## src/rtl/vga_pkg.sv

```systemverilog
// rtl/vga_pkg.sv - shared timing defaults and helpers for the VGA raster generator
// Purpose: default 640x480@60 timing constants and the line/frame total helper.
// Ports: none (package).
package vga_pkg;

  localparam int DEF_H_ACTIVE = 640;
  localparam int DEF_H_FP     = 16;
  localparam int DEF_H_SYNC   = 96;
  localparam int DEF_H_BP     = 48;
  localparam int DEF_V_ACTIVE = 480;
  localparam int DEF_V_FP     = 10;
  localparam int DEF_V_SYNC   = 2;
  localparam int DEF_V_BP     = 33;

  // Length of a full line (or frame) in pixels (or lines).
  function automatic int vga_total(input int active, input int fp, input int sync, input int bp);
    return active + fp + sync + bp;
  endfunction

endpackage

```

## src/rtl/vga_axis_counter.sv

```systemverilog
// rtl/vga_axis_counter.sv - one raster axis counter with region decode
// Purpose: counts 0..ACTIVE+FP+SYNC+BP-1 and decodes the active and sync regions.
// Ports:
//   clk    in   clock
//   rst    in   asynchronous active-low reset
//   step   in   advance the count by one this cycle
//   count  out  current position on the axis
//   wrap   out  step taken on the last position (count returns to 0)
//   active out  count is in the active region
//   sync   out  count is in the sync window
module vga_axis_counter
  import vga_pkg::*;
#(
  parameter int ACTIVE = DEF_H_ACTIVE,
  parameter int FP     = DEF_H_FP,
  parameter int SYNC   = DEF_H_SYNC,
  parameter int BP     = DEF_H_BP,
  parameter int W      = $clog2(vga_total(ACTIVE, FP, SYNC, BP))
) (
  input  logic         clk,
  input  logic         rst,
  input  logic         step,
  output logic [W-1:0] count,
  output logic         wrap,
  output logic         active,
  output logic         sync
);

  localparam int TOTAL = vga_total(ACTIVE, FP, SYNC, BP);
  localparam logic [W-1:0] LAST = W'(TOTAL - 1);

  assign wrap   = step && (count == LAST);
  // Compare as int so a window ending exactly at 2**W cannot alias to 0.
  assign active = int'(count) < ACTIVE;
  assign sync   = (int'(count) >= ACTIVE + FP) && (int'(count) < ACTIVE + FP + SYNC);

  always_ff @(posedge clk or negedge rst) begin
    if (!rst) begin
      count <= '0;
    end else if (step) begin
      count <= wrap ? '0 : count + 1'b1;
    end
  end

endmodule

```

## src/rtl/vga_timing_gen.sv

```systemverilog
// rtl/vga_timing_gen.sv - parametrised VGA raster generator with pixel-source realignment
// Purpose: drives hsync/vsync/de and colour to the DAC, requests pixels upstream and
//   realigns the returned colour, which arrives PIPE cycles after each request.
// Optional feature macro: VGA_TEST_PATTERN_EN (adds test_mode and 8 vertical colour bars).
// Ports:
//   vgaclk                in   pixel clock
//   rst                   in   asynchronous active-low reset
//   en                    in   run enable; low freezes counters and pipeline
//   test_mode             in   (VGA_TEST_PATTERN_EN only) select internal colour bars
//   pix_req               out  requested pixel is in the active region
//   pix_x / pix_y         out  requested column / row, 0 when pix_req is low
//   pix_r / pix_g / pix_b in   colour returned PIPE cycles after the request
//   hsync / vsync         out  sync at HS_POL / VS_POL active level
//   de                    out  active video, aligned with the colour outputs
//   red / green / blue    out  DAC colour, 0 whenever de is 0
//   frame_start           out  pulse on the first active pixel of a frame
//   line_start            out  pulse on the first active pixel of each active line
module vga_timing_gen
  import vga_pkg::*;
#(
  parameter int H_ACTIVE = DEF_H_ACTIVE,
  parameter int H_FP     = DEF_H_FP,
  parameter int H_SYNC   = DEF_H_SYNC,
  parameter int H_BP     = DEF_H_BP,
  parameter int V_ACTIVE = DEF_V_ACTIVE,
  parameter int V_FP     = DEF_V_FP,
  parameter int V_SYNC   = DEF_V_SYNC,
  parameter int V_BP     = DEF_V_BP,
  parameter bit HS_POL   = 1'b0,
  parameter bit VS_POL   = 1'b0,
  parameter int COLOR_W  = 4,
  parameter int PIPE     = 2
) (
  input  logic                        vgaclk,
  input  logic                        rst,
  input  logic                        en,
`ifdef VGA_TEST_PATTERN_EN
  input  logic                        test_mode,
`endif
  output logic                        pix_req,
  output logic [$clog2(H_ACTIVE)-1:0] pix_x,
  output logic [$clog2(V_ACTIVE)-1:0] pix_y,
  input  logic [COLOR_W-1:0]          pix_r,
  input  logic [COLOR_W-1:0]          pix_g,
  input  logic [COLOR_W-1:0]          pix_b,
  output logic                        hsync,
  output logic                        vsync,
  output logic                        de,
  output logic [COLOR_W-1:0]          red,
  output logic [COLOR_W-1:0]          green,
  output logic [COLOR_W-1:0]          blue,
  output logic                        frame_start,
  output logic                        line_start
);

  localparam int H_TOTAL = vga_total(H_ACTIVE, H_FP, H_SYNC, H_BP);
  localparam int V_TOTAL = vga_total(V_ACTIVE, V_FP, V_SYNC, V_BP);
  localparam int HW = $clog2(H_TOTAL);
  localparam int VW = $clog2(V_TOTAL);
  localparam int XW = $clog2(H_ACTIVE);
  localparam int YW = $clog2(V_ACTIVE);

  typedef struct packed {
    logic [COLOR_W-1:0] r;
    logic [COLOR_W-1:0] g;
    logic [COLOR_W-1:0] b;
  } rgb_t;

  // One delay-line slot; all-zero is the blank state (sync flags are active-high here).
  typedef struct packed {
    logic hs;
    logic vs;
    logic de;
    logic fs;
    logic ls;
`ifdef VGA_TEST_PATTERN_EN
    logic tm;
    rgb_t tp;
`endif
  } stage_t;

  logic [HW-1:0] hc;
  logic [VW-1:0] vc;
  logic h_wrap, v_wrap, h_act, v_act, h_sync, v_sync;
  logic frame_pend;
  stage_t raw, dly;
  rgb_t src;

  vga_axis_counter #(
    .ACTIVE(H_ACTIVE), .FP(H_FP), .SYNC(H_SYNC), .BP(H_BP), .W(HW)
  ) u_h (
    .clk(vgaclk), .rst(rst), .step(en),
    .count(hc), .wrap(h_wrap), .active(h_act), .sync(h_sync)
  );

  vga_axis_counter #(
    .ACTIVE(V_ACTIVE), .FP(V_FP), .SYNC(V_SYNC), .BP(V_BP), .W(VW)
  ) u_v (
    .clk(vgaclk), .rst(rst), .step(h_wrap),
    .count(vc), .wrap(v_wrap), .active(v_act), .sync(v_sync)
  );

  assign pix_req = en && h_act && v_act;
  assign pix_x   = pix_req ? XW'(hc) : '0;
  assign pix_y   = pix_req ? YW'(vc) : '0;

  // Armed at reset and at every frame wrap; the next requested pixel is the frame's first.
  always_ff @(posedge vgaclk or negedge rst) begin
    if (!rst) begin
      frame_pend <= 1'b1;
    end else if (v_wrap) begin
      frame_pend <= 1'b1;
    end else if (pix_req) begin
      frame_pend <= 1'b0;
    end
  end

`ifdef VGA_TEST_PATTERN_EN
  logic [2:0] bar;
  assign bar = 3'(int'(hc) / (H_ACTIVE / 8));
`endif

  always_comb begin
    raw    = '0;
    raw.hs = h_sync;
    raw.vs = v_sync;
    raw.de = h_act && v_act;
    raw.fs = frame_pend && h_act && v_act;
    raw.ls = (hc == '0) && v_act;
`ifdef VGA_TEST_PATTERN_EN
    raw.tm   = test_mode;
    raw.tp.r = {COLOR_W{bar[2]}};
    raw.tp.g = {COLOR_W{bar[1]}};
    raw.tp.b = {COLOR_W{bar[0]}};
`endif
  end

  // Delay the raster markers by the pixel-source latency.
  generate
    if (PIPE == 0) begin : g_nopipe
      assign dly = raw;
    end else begin : g_pipe
      stage_t sr [PIPE];
      always_ff @(posedge vgaclk or negedge rst) begin
        if (!rst) begin
          for (int i = 0; i < PIPE; i++) sr[i] <= '0;
        end else if (en) begin
          sr[0] <= raw;
          for (int i = 1; i < PIPE; i++) sr[i] <= sr[i-1];
        end
      end
      assign dly = sr[PIPE-1];
    end
  endgenerate

  always_comb begin
    src.r = pix_r;
    src.g = pix_g;
    src.b = pix_b;
`ifdef VGA_TEST_PATTERN_EN
    if (dly.tm) src = dly.tp;
`endif
  end

  always_ff @(posedge vgaclk or negedge rst) begin
    if (!rst) begin
      hsync       <= ~HS_POL;
      vsync       <= ~VS_POL;
      de          <= 1'b0;
      frame_start <= 1'b0;
      line_start  <= 1'b0;
      red         <= '0;
      green       <= '0;
      blue        <= '0;
    end else if (en) begin
      hsync       <= dly.hs ? HS_POL : ~HS_POL;
      vsync       <= dly.vs ? VS_POL : ~VS_POL;
      de          <= dly.de;
      frame_start <= dly.fs;
      line_start  <= dly.ls;
      red         <= dly.de ? src.r : '0;
      green       <= dly.de ? src.g : '0;
      blue        <= dly.de ? src.b : '0;
    end
  end

endmodule

```

## config.mk

```make
export PLATFORM = sky130hd
export DESIGN_NAME = vga_timing_gen
export DESIGN_NICKNAME = d
export VERILOG_FILES = /design/src/rtl/vga_pkg.sv /design/src/rtl/vga_axis_counter.sv /design/src/rtl/vga_timing_gen.sv
export SDC_FILE = /design/constraint.sdc
export NUM_CORES = 1
export LEC_CHECK = 0
export CORE_ASPECT_RATIO = 0.7
export CORE_MARGIN = 2
export CORE_UTILIZATION = 45
export DETAILED_ROUTE_END_ITERATION = 8
export PLACE_DENSITY = 0.74
export SETUP_SLACK_MARGIN = 0.3
export SYNTH_ARGS = -nofsm -noshare
export SYNTH_HDL_FRONTEND = slang
export SYNTH_SLANG_ARGS = --single-unit
```

## constraint.sdc

```tcl
create_clock -name vgaclk -period 2.3 [get_ports vgaclk]
set_input_delay 0.69 -clock vgaclk [delete_from_list [all_inputs] [get_ports vgaclk]]
set_output_delay 0.69 -clock vgaclk [all_outputs]
set_load 0.01 [all_outputs]
```

; After elaboration in Yosys (flattened, before gate mapping)
; Cells that the tools add are included.
[totals]
register_bits = 48
latch_bits = 0
ramBits = 0
rom_bits = 0
inputBits = 15
output_inout_bits = 37
wordCells = 54
memories = 0
[op_classes]
n_addsub = 2
multipliers = 0
n_div = 0
order_cmp = 6
n_eq_ne = 2
shifts = 0
mux = 11
n_bitwise = 0
reduce_logical = 12
[op_table]
columns = cell, count
row1 = $mux W10, 3
row2 = $add A10 B1 Y10 const B, 2
row3 = $eq A10 B10 Y1 const B, 2
row4 = $lt A10 B10 Y1 const B, 2
row5 = $lt A10 B9 Y1 const B, 2
row6 = $mux W4, 3
row7 = $ge A10 B10 Y1 const B, 1
row8 = $ge A10 B9 Y1 const B, 1
row9 = $logic_and A1 B1 Y1, 10
row10 = $logic_not A10 Y1, 1
row11 = $mux W9, 1
row12 = $mux W1, 4
row13 = $reduce_bool A2 Y1, 1

; Logic depth before layout (Yosys ltp)
; Gate-level depths: netlist (run 1).
[depth]
ltp_word = 5
ltp_mapped = 6
mapped_depth_nobuf = 5

; By module
; Synthesis (run 1) repeated with hierarchy kept, for this count alone.
[hier_totals]
cells_unflattened = 226
hier_area_um2 = 2398.6
[by_module_without_submodules]
columns = module, instances, cells_per_inst, area_per_inst_um2, seq_area_each_um2
row1 = vga_timing_gen, 1, 118, 1239.9, 704.4
row2 = vga_axis_counter at u_h, 1, 57, 604.3, 250.2
row3 = vga_axis_counter at u_v, 1, 51, 554.3, 250.2

; Worst setup path after synthesis (run 1)
; OpenSTA, ideal clock, no wires.
[synth_path]
path_type = input port to output port
startpoint = in en
endpoint = out pix_y[1]
arrival_time_ns = 1.562
required_ns = 1.610
setup_slack_ns = 0.048
stages = 4
n_path_buf = 2
cell_sequence = buf_2 > and3_1 > clkbuf_1 > and2_1
[synth_between]
elab_chain_len = 3
[synth_rtl]
columns = element, line_no
row1 = start: declaration, vga_timing_gen.sv:36  ; input logic en,
row2 = $logic_and A1 B1 Y1 (2 in series), vga_timing_gen.sv:103  ; assign pix_req = en && h_act && v_act;
row3 = named net pix_req, vga_timing_gen.sv:40  ; output logic pix_req,
row4 = $mux W9, vga_timing_gen.sv:105  ; assign pix_y = pix_req ? YW'(vc) : '0;
row5 = end: declaration, vga_timing_gen.sv:42  ; output logic [$clog2(V_ACTIVE)-1:0] pix_y,
; The timed path passes the listed nets, and every way through them passes these cells.

; Worst setup path in the final report (run 1)
[layout_path]
startpoint = reg u_v.count[7]
endpoint = out pix_y[6]
[layout_between]
elab_chain_len = 3
[layout_rtl]
columns = element, line_no
row1 = start: declaration, vga_axis_counter.sv:23  ; output logic [W-1:0] count,
row2 = start signal: assignment, vga_axis_counter.sv:41  ; count <= wrap ? '0 : count + 1'b1;
row3 = $lt A10 B9 Y1, vga_axis_counter.sv:34  ; assign active = int'(count) < ACTIVE;
row4 = $logic_and A1 B1 Y1, vga_timing_gen.sv:103
row5 = $mux W9, vga_timing_gen.sv:105
; Every way passes these cells.

==> flow_summary.yaml, run 1 <==
grt:
  grt_pass1_vias: 1851
  grt.total_usage: 0.2120
  grt_max_degree: 49
  overflow: 0
  grt_pass1_wl_mm: 9.246
  antenna_found_initial: 0
detailed_routing:
  drc_errors: 0
  wire_per_inst_um: 15.08
  routed_wirelength_mm: 5.383
  via_count: 1829
  firstDrtPassIters: 4
  via_per_inst: 5.123
  drt_iter0_drc: 105
  antenna_left: 0
timing:
  slew_viol_final: 0
  worst_pin_slew_ns: 0.5863
  fin_ws_ns: -0.1055
  finalCriticalPeriod_ns: 2.406
  relSlewSlack: 0.6087
  finalHoldViolCount: 0
  fin_crit_sh: 1.046
  fin_hold_ws_ns: 0.4177
  finalClockSkew_ns: 0.01367
  timing.fmax_ghz: 0.4157
  rsz0062_at_grt: "true"
  setup_viol: 14
layout:
  fin_area_mm2: 0.003391
  num-fill-cells: 376
  drive_above_1_share: 0.3854
  final_cells: 357
  final_nets: 306
  syn_to_final_growth_pct: 49.06
  n_antenna_cell: 0
pwr:
  combPwrFrac: 0.233
  sequentialPowerShare: 0.452
  cellPowerDensity_mw_per_mm2: 687.0
  p_leak_uw: 0.001570
  p_switching_uw: 636.8
  ir_drop_uv: 331.2
  p_int_uw: 1693
  p_clk_frac: 0.315
  p_total_uw: 2329
  swShare: 0.2734
die:
  ios: 52
  initial_utilization: 0.4705
  dieArea_mm2: 0.005649
  core_mm2: 0.004835
  fp-row-count: 21
  die_w_um: 88.98
  die_h_um: 63.49
placed_design:
  io_buffers: 51
  dpl.cell_count: 332
  placed_cell_area_mm2: 0.003002
  gp_congestion: 0.8113
  dp_slack_ns: -0.6053
  place_hpwl_mm: 3.473
min_path:
  hold_start: "dly[3]"
  hold_path_depth: 1
  holdPathEnd: "vsync"
  min_path_type: "reg -> reg"
setup_path:
  worstReg2RegStart: "u_h.count[0]"
  worstPathRequired_ns: 1.61
  end_kind: "primary output"
  reg2reg_slack_ns: 0.48
  arrival_ns: 1.72
  setup.worst_path.start_class: "flip-flop"
  critPathMaxFanout: 5
  crit_type: "reg -> out"
  r2r_end: "u_v.count[3]"
  rr_worst_depth: 4
synthesis:
  syn_area_mm2: 0.002275
  synthCells: 205
  synth_top_area_cell: "dfrtp_1"
  synth_seq_cells: 48
  synth_edf_count: 0
  synthFlopType: "dfrtp_1"
  syn_nets: 224
  synth_cell_types: 41
  yosysTopAreaCellShare: 0.4950
  ys_warn_count: 0
  yosys-top-cells-area: "dfrtp_1 (50%), mux2_2 (5.4%), and2_1 (5.2%)"
  syn_area_per_cell_um2: 11.10
  ys_async_sr_fraction: 1.000
  seq_area_frac_synth: 0.5297
clocking:
  clk_pin_slew_ns: 0.09
  clockBufferDepth: 2
  cts_tree: "built"
  clk_latency_ns: 0.30
  cts_buffers: 5
  htreeDepth: 2
  cts-root-buf: "clkbuf_8"
  cts_sinks: 48
run:
  cap_violations: 0
run_status:
  violations: "setup timing"
  status: "complete, but fails checks"
## state kept, by name, summed over array words and instances, names as in the netlist, 4 cells and up
| signal | cells |
|---|---|
| blue | 4 |
| dly | 5 |
| g_pipe.sr | 5 |
| green | 4 |
| red | 4 |
| u_h.count | 10 |
| u_v.count | 10 |
## metal layers
metal | vias to the layer above | share of wire | GRT usage
li1 | 890 | - | -
met1 | 895 | 0.49 | 0.3172
met2 | 40 | 0.46 | 0.3069
met3 | 4 | 0.050 | 0.05374
met4 | 0 | 0.0071 | 0.05224
met5 | - | 0 | 0
## cells by family (layout without fill, tap and decap cells)
group	Yosys count	in the layout	synth area share
AOI/OAI and AO/OA	32	32	0.1045
buffers and inverters	22	102	0.04511
and+or+nand+nor	77	80	0.2013
xor gates and xnor gates	10	10	0.03851
muxes	12	12	0.05886
DFF	48	48	0.5297
adders and majority gates	4	4	0.02200
## per-stage QoR
step / TNS, ns / utilization
CTS: -0.7975 / 0.6969
floorplan: 0 / -
global route: -1.797 / 0.7013
detailed placement: -14.06 / 0.6209
finish: -0.6580 / 0.7013
global placement: -13.46 / 0.6209
## area by class of cell
class / instances / area [um2] / area share
sequential: 48 / 1205 / 0.3554
multi-input combinational: 138 / 1077 / 0.3177
timing repair buffer: 87 / 858.3 / 0.2531
tap: 69 / 86.33 / 0.02546
clock buffer: 5 / 68.82 / 0.02030
clock inverter: 3 / 68.82 / 0.02030
inverter: 7 / 26.28 / 0.007749
## cell usage after synthesis (2+ instances only)
cell type  number
nor4_1          2
a21oi_1         2
nand3_1         8
and3_1          2
nand2_1        11
and4_1          2
a21o_1          2
inv_1           7
xor2_1          2
o21ai_0         8
nand4_1         8
a22o_1         13
and2_1         19
nor3_1          3
mux2_2         11
clkbuf_1        5
xnor2_1         8
ha_1            4
dfrtp_1        45
dfstp_2         3
nor2_1         12
o21a_1          3
buf_2           6
nor4b_1         2
## power by group through the flow
stage,registers [uW],logic [uW],clock network (uW)
after floorplan,1040,314,0
after global placement,1060,484,0
after detailed placement,1070,497,0
after CTS,1050,542,743
after global routing,1070,596,781
final,1050,544,734
## cell usage in the layout, fill, tap and decap left out, types with 5 or more instances in the layout
cell type,netlist,final
dfrtp_1,45,45
o21ai_0,8,7
clkbuf_8,0,5
nand4_1,8,8
xnor2_1,8,8
a22o_1,13,13
nor2_1,12,10
clkdlybuf4s50_1,0,27
and2_4,0,18
buf_6,1,31
mux2_2,11,11
nand2_1,11,11
nand3_1,8,8
inv_1,7,7
buf_4,1,22
## worst max-delay path, cell delays in order (launching register included)
cell and delay, ns:
dfrtp_1 0.40, and4_4 0.20, nor2_4 0.16, buf_6 0.12, and3_4 0.22, buf_6 0.11, and2_4 0.13, buf_6 0.09
## worst max-delay path by stage
stage | from | to | slack (ns) | cells past startpoint
after global routing | u_v.count[5] | pix_y[6] | -0.17 | 7
after detailed placement | en | pix_y[6] | -0.61 | 4
after floorplan | en | pix_y[1] | 0.32 | 4
after CTS | u_v.count[7] | pix_y[6] | -0.12 | 7
final | u_v.count[7] | pix_y[6] | -0.11 | 7
after global placement | en | pix_y[7] | -0.58 | 4
## what timing repair did
action,4_1_cts,5_1_grt
gates resized for setup,125,5
pin swaps,9,2
cloned,3,0
buffers inserted,14,0
endpoints found under the setup margin,36,22
hold buffers,0,0
Power figures use the tool's default switching activity.
==> inputs of run 2 (changes only) <==
--- a/config.mk
+++ b/config.mk
@@ -9,6 +9,7 @@
 export CORE_MARGIN = 2
 export CORE_UTILIZATION = 45
 export DETAILED_ROUTE_END_ITERATION = 8
+export GPL_ROUTABILITY_DRIVEN = 0
 export PLACE_DENSITY = 0.74
 export SETUP_SLACK_MARGIN = 0.3
 export SYNTH_ARGS = -nofsm -noshare
==> results of run 2 <==
Same layout as run 1: the final DEF is identical, and so are final timing and power.
